`src/rtl/fpu_pkg.sv`:
```
// Shared FPU types: rounding-mode enum, exception-flag struct, operand class
// struct and the exponent-bias helper used by the multiplier pipeline.
package fpu_pkg;

    typedef enum logic [2:0] {
        RNE = 3'd0,
        RTZ = 3'd1,
        RDN = 3'd2,
        RUP = 3'd3,
        RMM = 3'd4
    } rm_e;

    // Bit order matches the RISC-V fflags CSR: {NV,DZ,OF,UF,NX}.
    typedef struct packed {
        logic nv;
        logic dz;
        logic of;
        logic uf;
        logic nx;
    } fflags_t;

    typedef struct packed {
        logic sign;
        logic inf;
        logic nan;
        logic zero;
    } fp_class_t;

    function automatic int unsigned bias(input int unsigned ew);
        return (32'd1 << (ew - 1)) - 32'd1;
    endfunction

endpackage

```
`src/rtl/fround.sv`:
```
// Combinational round / range-check / pack for the last multiplier stage.
//   cls_i    : result class (sign, inf, nan, zero) decided in stage 0
//   nv_i     : invalid-operation flag from stage 0 (inf * zero)
//   rm_i     : rounding mode
//   exp_i    : signed unbiased-plus-bias exponent, EW+2 bits, before rounding
//   prod_i   : normalised product without the hidden bit, 2*FW+1 bits
//   result_o : packed IEEE result {sign, exp, frac}
//   flags_o  : exception flags
module fround
    import fpu_pkg::*;
#(
    parameter int unsigned FW = 23,
    parameter int unsigned EW = 8
) (
    input  fp_class_t               cls_i,
    input  logic                    nv_i,
    input  rm_e                     rm_i,
    input  logic signed [EW+1:0]    exp_i,
    input  logic        [2*FW:0]    prod_i,
    output logic        [EW+FW:0]   result_o,
    output fflags_t                 flags_o
);

    localparam logic signed [EW+1:0] ExpZero = '0;
    localparam logic signed [EW+1:0] ExpInf  = $signed({2'b00, {EW{1'b1}}});

    logic [FW-1:0]        frac;
    logic [FW-1:0]        frac_r;
    logic                 guard;
    logic                 sticky;
    logic                 inexact;
    logic                 round_up;
    logic                 carry;
    logic                 to_inf;
    logic signed [EW+1:0] exp_r;

    always_comb begin
        frac    = prod_i[2*FW:FW+1];
        guard   = prod_i[FW];
        sticky  = |prod_i[FW-1:0];
        inexact = guard | sticky;

        round_up = 1'b0;
        to_inf   = 1'b0;
        case (rm_i)
            RNE: begin
                round_up = guard & (sticky | frac[0]);
                to_inf   = 1'b1;
            end
            RTZ: begin
                round_up = 1'b0;
                to_inf   = 1'b0;
            end
            RDN: begin
                round_up = cls_i.sign & inexact;
                to_inf   = cls_i.sign;
            end
            RUP: begin
                round_up = ~cls_i.sign & inexact;
                to_inf   = ~cls_i.sign;
            end
            RMM: begin
                round_up = guard;
                to_inf   = 1'b1;
            end
            default: begin
                round_up = 1'b0;
                to_inf   = 1'b0;
            end
        endcase

        // Carry out of the fraction means the significand became 10.0..0: frac wraps to 0
        // and the exponent steps up by one.
        {carry, frac_r} = {1'b0, frac} + {{FW{1'b0}}, round_up};
        exp_r = exp_i + $signed({{(EW+1){1'b0}}, carry});

        result_o = '0;
        flags_o  = '0;
        if (cls_i.nan) begin
            result_o   = {1'b0, {EW{1'b1}}, 1'b1, {(FW-1){1'b0}}};
            flags_o.nv = nv_i;
        end else if (cls_i.inf) begin
            result_o = {cls_i.sign, {EW{1'b1}}, {FW{1'b0}}};
        end else if (cls_i.zero) begin
            result_o = {cls_i.sign, {(EW+FW){1'b0}}};
        end else if (exp_i <= ExpZero) begin
            // No subnormal support: anything below the normal range flushes to zero.
            result_o   = {cls_i.sign, {(EW+FW){1'b0}}};
            flags_o.uf = 1'b1;
            flags_o.nx = 1'b1;
        end else if (exp_r >= ExpInf) begin
            if (to_inf) begin
                result_o = {cls_i.sign, {EW{1'b1}}, {FW{1'b0}}};
            end else begin
                result_o = {cls_i.sign, {(EW-1){1'b1}}, 1'b0, {FW{1'b1}}};
            end
            flags_o.of = 1'b1;
            flags_o.nx = 1'b1;
        end else begin
            result_o   = {cls_i.sign, exp_r[EW-1:0], frac_r};
            flags_o.nx = inexact;
        end
    end

endmodule

```
`src/rtl/fmul_pipe.sv`:
```
// Pipelined IEEE-754 multiplier with valid/ready handshake and tag sideband.
//   clk, rst_n            : clock, asynchronous active-low reset
//   in_valid/in_ready     : operation handshake (in_ready is combinational from out_ready)
//   in_tag, rm            : sideband tag and rounding mode for the operation
//   expA/B, sigA/B        : biased exponents and significands with hidden bit
//   signA/B..zeroA/B      : operand class bits
//   out_valid/out_ready   : result handshake; outputs hold while stalled
//   out_tag, result       : tag and packed IEEE result
//   fflags                : {NV,DZ,OF,UF,NX}
// Stage 0 multiplies and normalises, middle stages only register, and the last stage
// captures the output of fround.
module fmul_pipe
    import fpu_pkg::*;
#(
    parameter int unsigned FW   = 23,
    parameter int unsigned EW   = 8,
    parameter int unsigned LAT  = 3,
    parameter int unsigned TAGW = 4
) (
    input  logic              clk,
    input  logic              rst_n,
    input  logic              in_valid,
    output logic              in_ready,
    input  logic [TAGW-1:0]   in_tag,
    input  logic [2:0]        rm,
    input  logic [EW-1:0]     expA,
    input  logic [EW-1:0]     expB,
    input  logic [FW:0]       sigA,
    input  logic [FW:0]       sigB,
    input  logic              signA,
    input  logic              signB,
    input  logic              infA,
    input  logic              infB,
    input  logic              nanA,
    input  logic              nanB,
    input  logic              zeroA,
    input  logic              zeroB,
    output logic              out_valid,
    input  logic              out_ready,
    output logic [TAGW-1:0]   out_tag,
    output logic [EW+FW:0]    result,
    output logic [4:0]        fflags
);

    localparam logic [EW+1:0] BiasW  = (EW+2)'(bias(EW));
    localparam logic [EW+1:0] ExpOne = (EW+2)'(1);

    typedef struct packed {
        logic [TAGW-1:0] tag;
        rm_e             rm;
        fp_class_t       cls;
        logic            nv;
        logic [EW+1:0]   exp;   // signed
        logic [2*FW:0]   prod;  // normalised, hidden bit dropped
    } stage_t;

    logic [LAT-1:0]   v_q;
    logic [LAT-1:0]   v_d;
    logic [LAT-1:0]   ready;
    logic             chain;
    stage_t           s0_d;
    stage_t           pipe_q [LAT-1];
    stage_t           tail;

    logic [EW+1:0]    e_sum;
    logic [2*FW+1:0]  prod_raw;
    logic             inf_x_zero;
    logic             nan_any;

    logic [EW+FW:0]   rnd_result;
    fflags_t          rnd_flags;
    logic             out_load;
    logic [EW+FW:0]   result_q;
    logic [EW+FW:0]   result_d;
    logic [TAGW-1:0]  tag_q;
    logic [TAGW-1:0]  tag_d;
    fflags_t          flags_q;
    fflags_t          flags_d;

    // ready[k]: stage k may load this cycle. It is true if stage k or any stage after it
    // is empty, or the consumer is taking the result, so bubbles collapse.
    always_comb begin
        chain = out_ready;
        ready = '0;
        for (int k = int'(LAT) - 1; k >= 0; k--) begin
            chain    = chain | ~v_q[k];
            ready[k] = chain;
        end
    end

    assign in_ready = ready[0];

    always_comb begin
        v_d    = v_q;
        v_d[0] = ready[0] ? in_valid : v_q[0];
        for (int k = 1; k < int'(LAT); k++) begin
            v_d[k] = ready[k] ? v_q[k-1] : v_q[k];
        end
    end

    // Stage 0: exponent sum, product and normalisation by at most one place.
    always_comb begin
        e_sum      = {2'b00, expA} + {2'b00, expB} - BiasW;
        prod_raw   = {{(FW+1){1'b0}}, sigA} * {{(FW+1){1'b0}}, sigB};
        inf_x_zero = (infA & zeroB) | (zeroA & infB);
        nan_any    = nanA | nanB | inf_x_zero;

        s0_d          = '0;
        s0_d.tag      = in_tag;
        s0_d.rm       = rm_e'(rm);
        s0_d.nv       = inf_x_zero;
        s0_d.cls.sign = signA ^ signB;
        s0_d.cls.nan  = nan_any;
        s0_d.cls.inf  = (infA | infB) & ~nan_any;
        s0_d.cls.zero = (zeroA | zeroB) & ~(infA | infB | nan_any);
        if (prod_raw[2*FW+1]) begin
            s0_d.exp  = e_sum + ExpOne;
            s0_d.prod = prod_raw[2*FW:0];
        end else begin
            s0_d.exp  = e_sum;
            s0_d.prod = {prod_raw[2*FW-1:0], 1'b0};
        end
    end

    // Payload registers carry no reset; only the valid bits and the visible outputs do.
    for (genvar k = 0; k < LAT; k++) begin : g_stage
        if (k == 0) begin : g_first
            always_ff @(posedge clk) begin
                if (ready[0] && in_valid) begin
                    pipe_q[0] <= s0_d;
                end
            end
        end else if (k < LAT - 1) begin : g_mid
            always_ff @(posedge clk) begin
                if (ready[k] && v_q[k-1]) begin
                    pipe_q[k] <= pipe_q[k-1];
                end
            end
        end
    end

    assign tail = pipe_q[LAT-2];

    fround #(
        .FW (FW),
        .EW (EW)
    ) u_fround (
        .cls_i    (tail.cls),
        .nv_i     (tail.nv),
        .rm_i     (tail.rm),
        .exp_i    ($signed(tail.exp)),
        .prod_i   (tail.prod),
        .result_o (rnd_result),
        .flags_o  (rnd_flags)
    );

    assign out_load = ready[LAT-1] && v_q[LAT-2];

    always_comb begin
        result_d = result_q;
        tag_d    = tag_q;
        flags_d  = flags_q;
        if (out_load) begin
            result_d = rnd_result;
            tag_d    = tail.tag;
            flags_d  = rnd_flags;
        end
    end

    always_ff @(posedge clk or negedge rst_n) begin
        if (!rst_n) begin
            v_q      <= '0;
            result_q <= '0;
            tag_q    <= '0;
            flags_q  <= '0;
        end else begin
            v_q      <= v_d;
            result_q <= result_d;
            tag_q    <= tag_d;
            flags_q  <= flags_d;
        end
    end

    assign out_valid = v_q[LAT-1];
    assign result    = result_q;
    assign out_tag   = tag_q;
    assign fflags    = flags_q;

endmodule
```
`config.mk`:
```
export PLATFORM = sky130hd
export DESIGN_NAME = fmul_pipe
export DESIGN_NICKNAME = d
export VERILOG_FILES = /design/src/rtl/fpu_pkg.sv /design/src/rtl/fround.sv /design/src/rtl/fmul_pipe.sv
export SDC_FILE = /design/constraint.sdc
export NUM_CORES = 2
export LEC_CHECK = 0
export ABC_AREA = 1
export CORE_ASPECT_RATIO = 0.5
export CORE_UTILIZATION = 30
export CTS_BUF_LIST = sky130_fd_sc_hd__clkbuf_16
export CTS_CLUSTER_SIZE = 28
export DETAILED_ROUTE_END_ITERATION = 8
export MAX_ROUTING_LAYER = met4
export SYNTH_ARGS = -nofsm -noshare
export SYNTH_HDL_FRONTEND = slang
export SYNTH_SLANG_ARGS = --single-unit
export TNS_END_PERCENT = 1
```
`constraint.sdc`:
```
create_clock -name clk -period 4.4 [get_ports clk]
set_input_delay 1.1 -clock clk [delete_from_list [all_inputs] [get_ports clk]]
set_output_delay 1.1 -clock clk [all_outputs]
set_load 0.05 [all_outputs]
```
==> results.json <==
{
  "initial_core_util_pct": 30.6,
  "cts_root_buf": "clkbuf_16",
  "io_pins": 126,
  "ant_nets": 0,
  "hpwl_microns": 67200,
  "syn_area_per_cell_sq_um": 7.78,
  "synth_cell_type_count": 42,
  "ys_warn_count": 0,
  "grt_max_degree": 52,
  "cts_made_buffers": 17,
  "drtIter0Drc": 1738,
  "numPortBuffers": 124,
  "synth_top_area_share_pct": 33.6,
  "viasPerCell": 4.45,
  "clock_skew_ps": 13.8,
  "synth_area_sq_um": 28800,
  "postCtsHoldBufs": 0,
  "antenna_found_initial": 3,
  "slew_viol_final": 0,
  "routedWlPerCell_microns": 15.4,
  "synth_top_cell_by_area": "fa_1",
  "ys_async_sr_fraction_pct": 23.8,
  "path_max_fanout": 10,
  "period_minus_slack_ps": 7010,
  "regToRegSetupSlack_ps": 190,
  "synth_cells": 3703,
  "min_path_cells": 0,
  "worstMarginPinSlew_ps": 996,
  "htreeDepth": 4,
  "rows": 79,
  "fp.dieW_microns": 440,
  "cpPeakStageDelay_ps": 520,
  "synth_area_leaders": "fa_1, nand2_1, edfxtp_1, inv_1, ha_1",
  "yosysMostFrequentCell": "nand2_1",
  "layout.nets": 4900,
  "cts_buffer_depth": 2,
  "first_pass_iters": 6,
  "n_fill_cell": 9442,
  "synthToLayoutAreaGrowth_pct": 27.2,
  "finalSetupViolCount": 57,
  "maxCapViolCount": 0,
  "critPathArrivalTime_ps": 7210,
  "outcome": "complete, but fails checks",
  "report.final.hold_viol_count": 0,
  "worst_hold_path_type": "register to register",
  "failed_checks": "setup timing",
  "endpoint_kind": "register",
  "place_congestion": 0.916,
  "dieArea_sq_um": 97400,
  "crit_type": "primary input to register",
  "drive_above_1_share_pct": 14.3,
  "relSlewSlack_pct": 33.6,
  "syn_nets": 4464,
  "track_usage_pct": 16.9,
  "hp-start": "pipe_q[0][13]$_DFFE_PP_",
  "fin_util_pct": 38.9,
  "fin_ws_ps": -2610,
  "r2r-end": "result[23]$_DFFE_PN0P_",
  "cts.sinks": 181,
  "synth_edf_count": 138,
  "required_ps": 4600,
  "grt_pass1_wl_microns": 129000,
  "holdPathEnd": "pipe_q[0][82]$_DFFE_PP_",
  "cpMostUsedCell": "fa_1",
  "cts_tree": "done",
  "reg2reg_from": "pipe_q[0][133]$_DFFE_PP_",
  "ys_seq_elements": 181,
  "cpMaxStageDelayCell": "fa_1",
  "yosysSeqAreaShare_pct": 18.1,
  "fmax_mhz": 143,
  "drt-total-wl_microns": 83300,
  "clk_pin_slew_ps": 70,
  "drc_errors": 0,
  "grt_pass1_vias": 24600,
  "ys.flop_type": "edfxtp_1",
  "worst-r2r-cell-count": 27,
  "core_sq_um": 94100,
  "cp-start-kind": "primary input",
  "rsz0062_at_grt": "true",
  "fp.dieH_microns": 221,
  "clk_latency_ps": 440,
  "period_share_pct": 159,
  "ys_top_cells_by_count": "nand2_1, inv_1, fa_1",
  "vias": 24100,
  "grt.overflow.total": 0
}
[sequential cells by signal, indices dropped and copies added, names as in the netlist]
register / flops
result: 32
v_q: 3
pipe_q: 138
fflags: 4
out_tag: 4
[metal layers]
layer,GRT usage [%],vias up,wire length [microns]
met5,-,-,0
met4,2.68,0,1560
met3,1.48,87,4340
met2,27.0,702,39100
met1,23.6,11800,38300
li1,-,11500,-
[per-stage QoR]
step | area, sq um | hold slack [ps] | setup slack (ps) | std cells | TNS [ps]
global route | 36700 | 424 | -2830 | 5409 | -166600
finish | 36700 | 414 | -2610 | 5409 | -147240
floorplan | 29400 | 400 | -2230 | 3703 | -125150
CTS | 35300 | 414 | -2730 | 5334 | -153640
detailed placement | 34600 | 405 | -3310 | 5301 | -186730
global placement | 34600 | 402 | -3200 | 5301 | -180990
[worst max path at each step]
stage	from	endpoint	slack, ps	cells past startpoint
floorplan	sigA[11]	pipe_q[0][50]$_DFFE_PP_	-2230	31
global placement	sigA[9]	pipe_q[0][0]$_SDFFCE_PN0P_	-3200	27
detailed placement	sigA[12]	pipe_q[0][55]$_DFFE_PP_	-3310	28
CTS	sigA[8]	pipe_q[0][55]$_DFFE_PP_	-2730	30
global route	sigB[7]	pipe_q[0][42]$_DFFE_PP_	-2830	30
finish	sigB[7]	pipe_q[0][34]$_DFFE_PP_	-2610	28
[critical path: cells and delay by family]
kind / cells / cell delay, ps
fa+ha+maj: 8 / 3690
buf+inv: 10 / 1340
simple gates: 10 / 1070
[area by class of cell]
cell class                 instances  area [sq um]  area share, %
antenna                            2          5.00         0.0137
clock buffer                      17           425           1.16
clock inverter                    15           141          0.386
inverter                        1042          3910           10.7
multi-input combinational       2361         19800           54.0
sequential                       181          5220           14.2
tap                             1255          1570           4.28
timing repair buffer             536          5580           15.2
[cells in the final DEF (no fill, tap or decap), drive strengths merged, types with 25 or more instances in the layout]
master / instances
clkdlybuf4s50: 89
nand2: 1212
a21oi: 67
dfrtp: 43
dlymetal6s2s: 33
nand3: 80
edfxtp: 138
inv: 1051
fa: 483
nor2: 147
nand4: 25
clkbuf: 38
buf: 393
xor2: 30
o21ai: 48
ha: 195
[timing repair]
| item | CTS | global route |
|---|---|---|
| gates resized for setup | 23 | 136 |
| pin swaps | 5 | 74 |
| setup endpoints to repair | 75 | 90 |
| gates cloned | 1 | 21 |
| buffers inserted | 0 | 52 |
[cells by family (layout without fill, tap and decap cells)]
family | Yosys count | after routing | synth area share, %
AO/OA/AOI/OAI | 139 | 139 | 2.64
XOR/XNOR | 43 | 43 | 1.31
adder cells (fa/ha/maj) | 678 | 678 | 42.0
buffers and inverters | 1161 | 1610 | 15.4
flip-flops | 181 | 181 | 18.1
other | 1 | 3 | 0.0130
AND/OR/NAND/NOR | 1500 | 1500 | 20.5
Power is left out: the tool's default activity adds up to more than one toggle a clock period on the data nets, which glitch-free logic cannot reach.
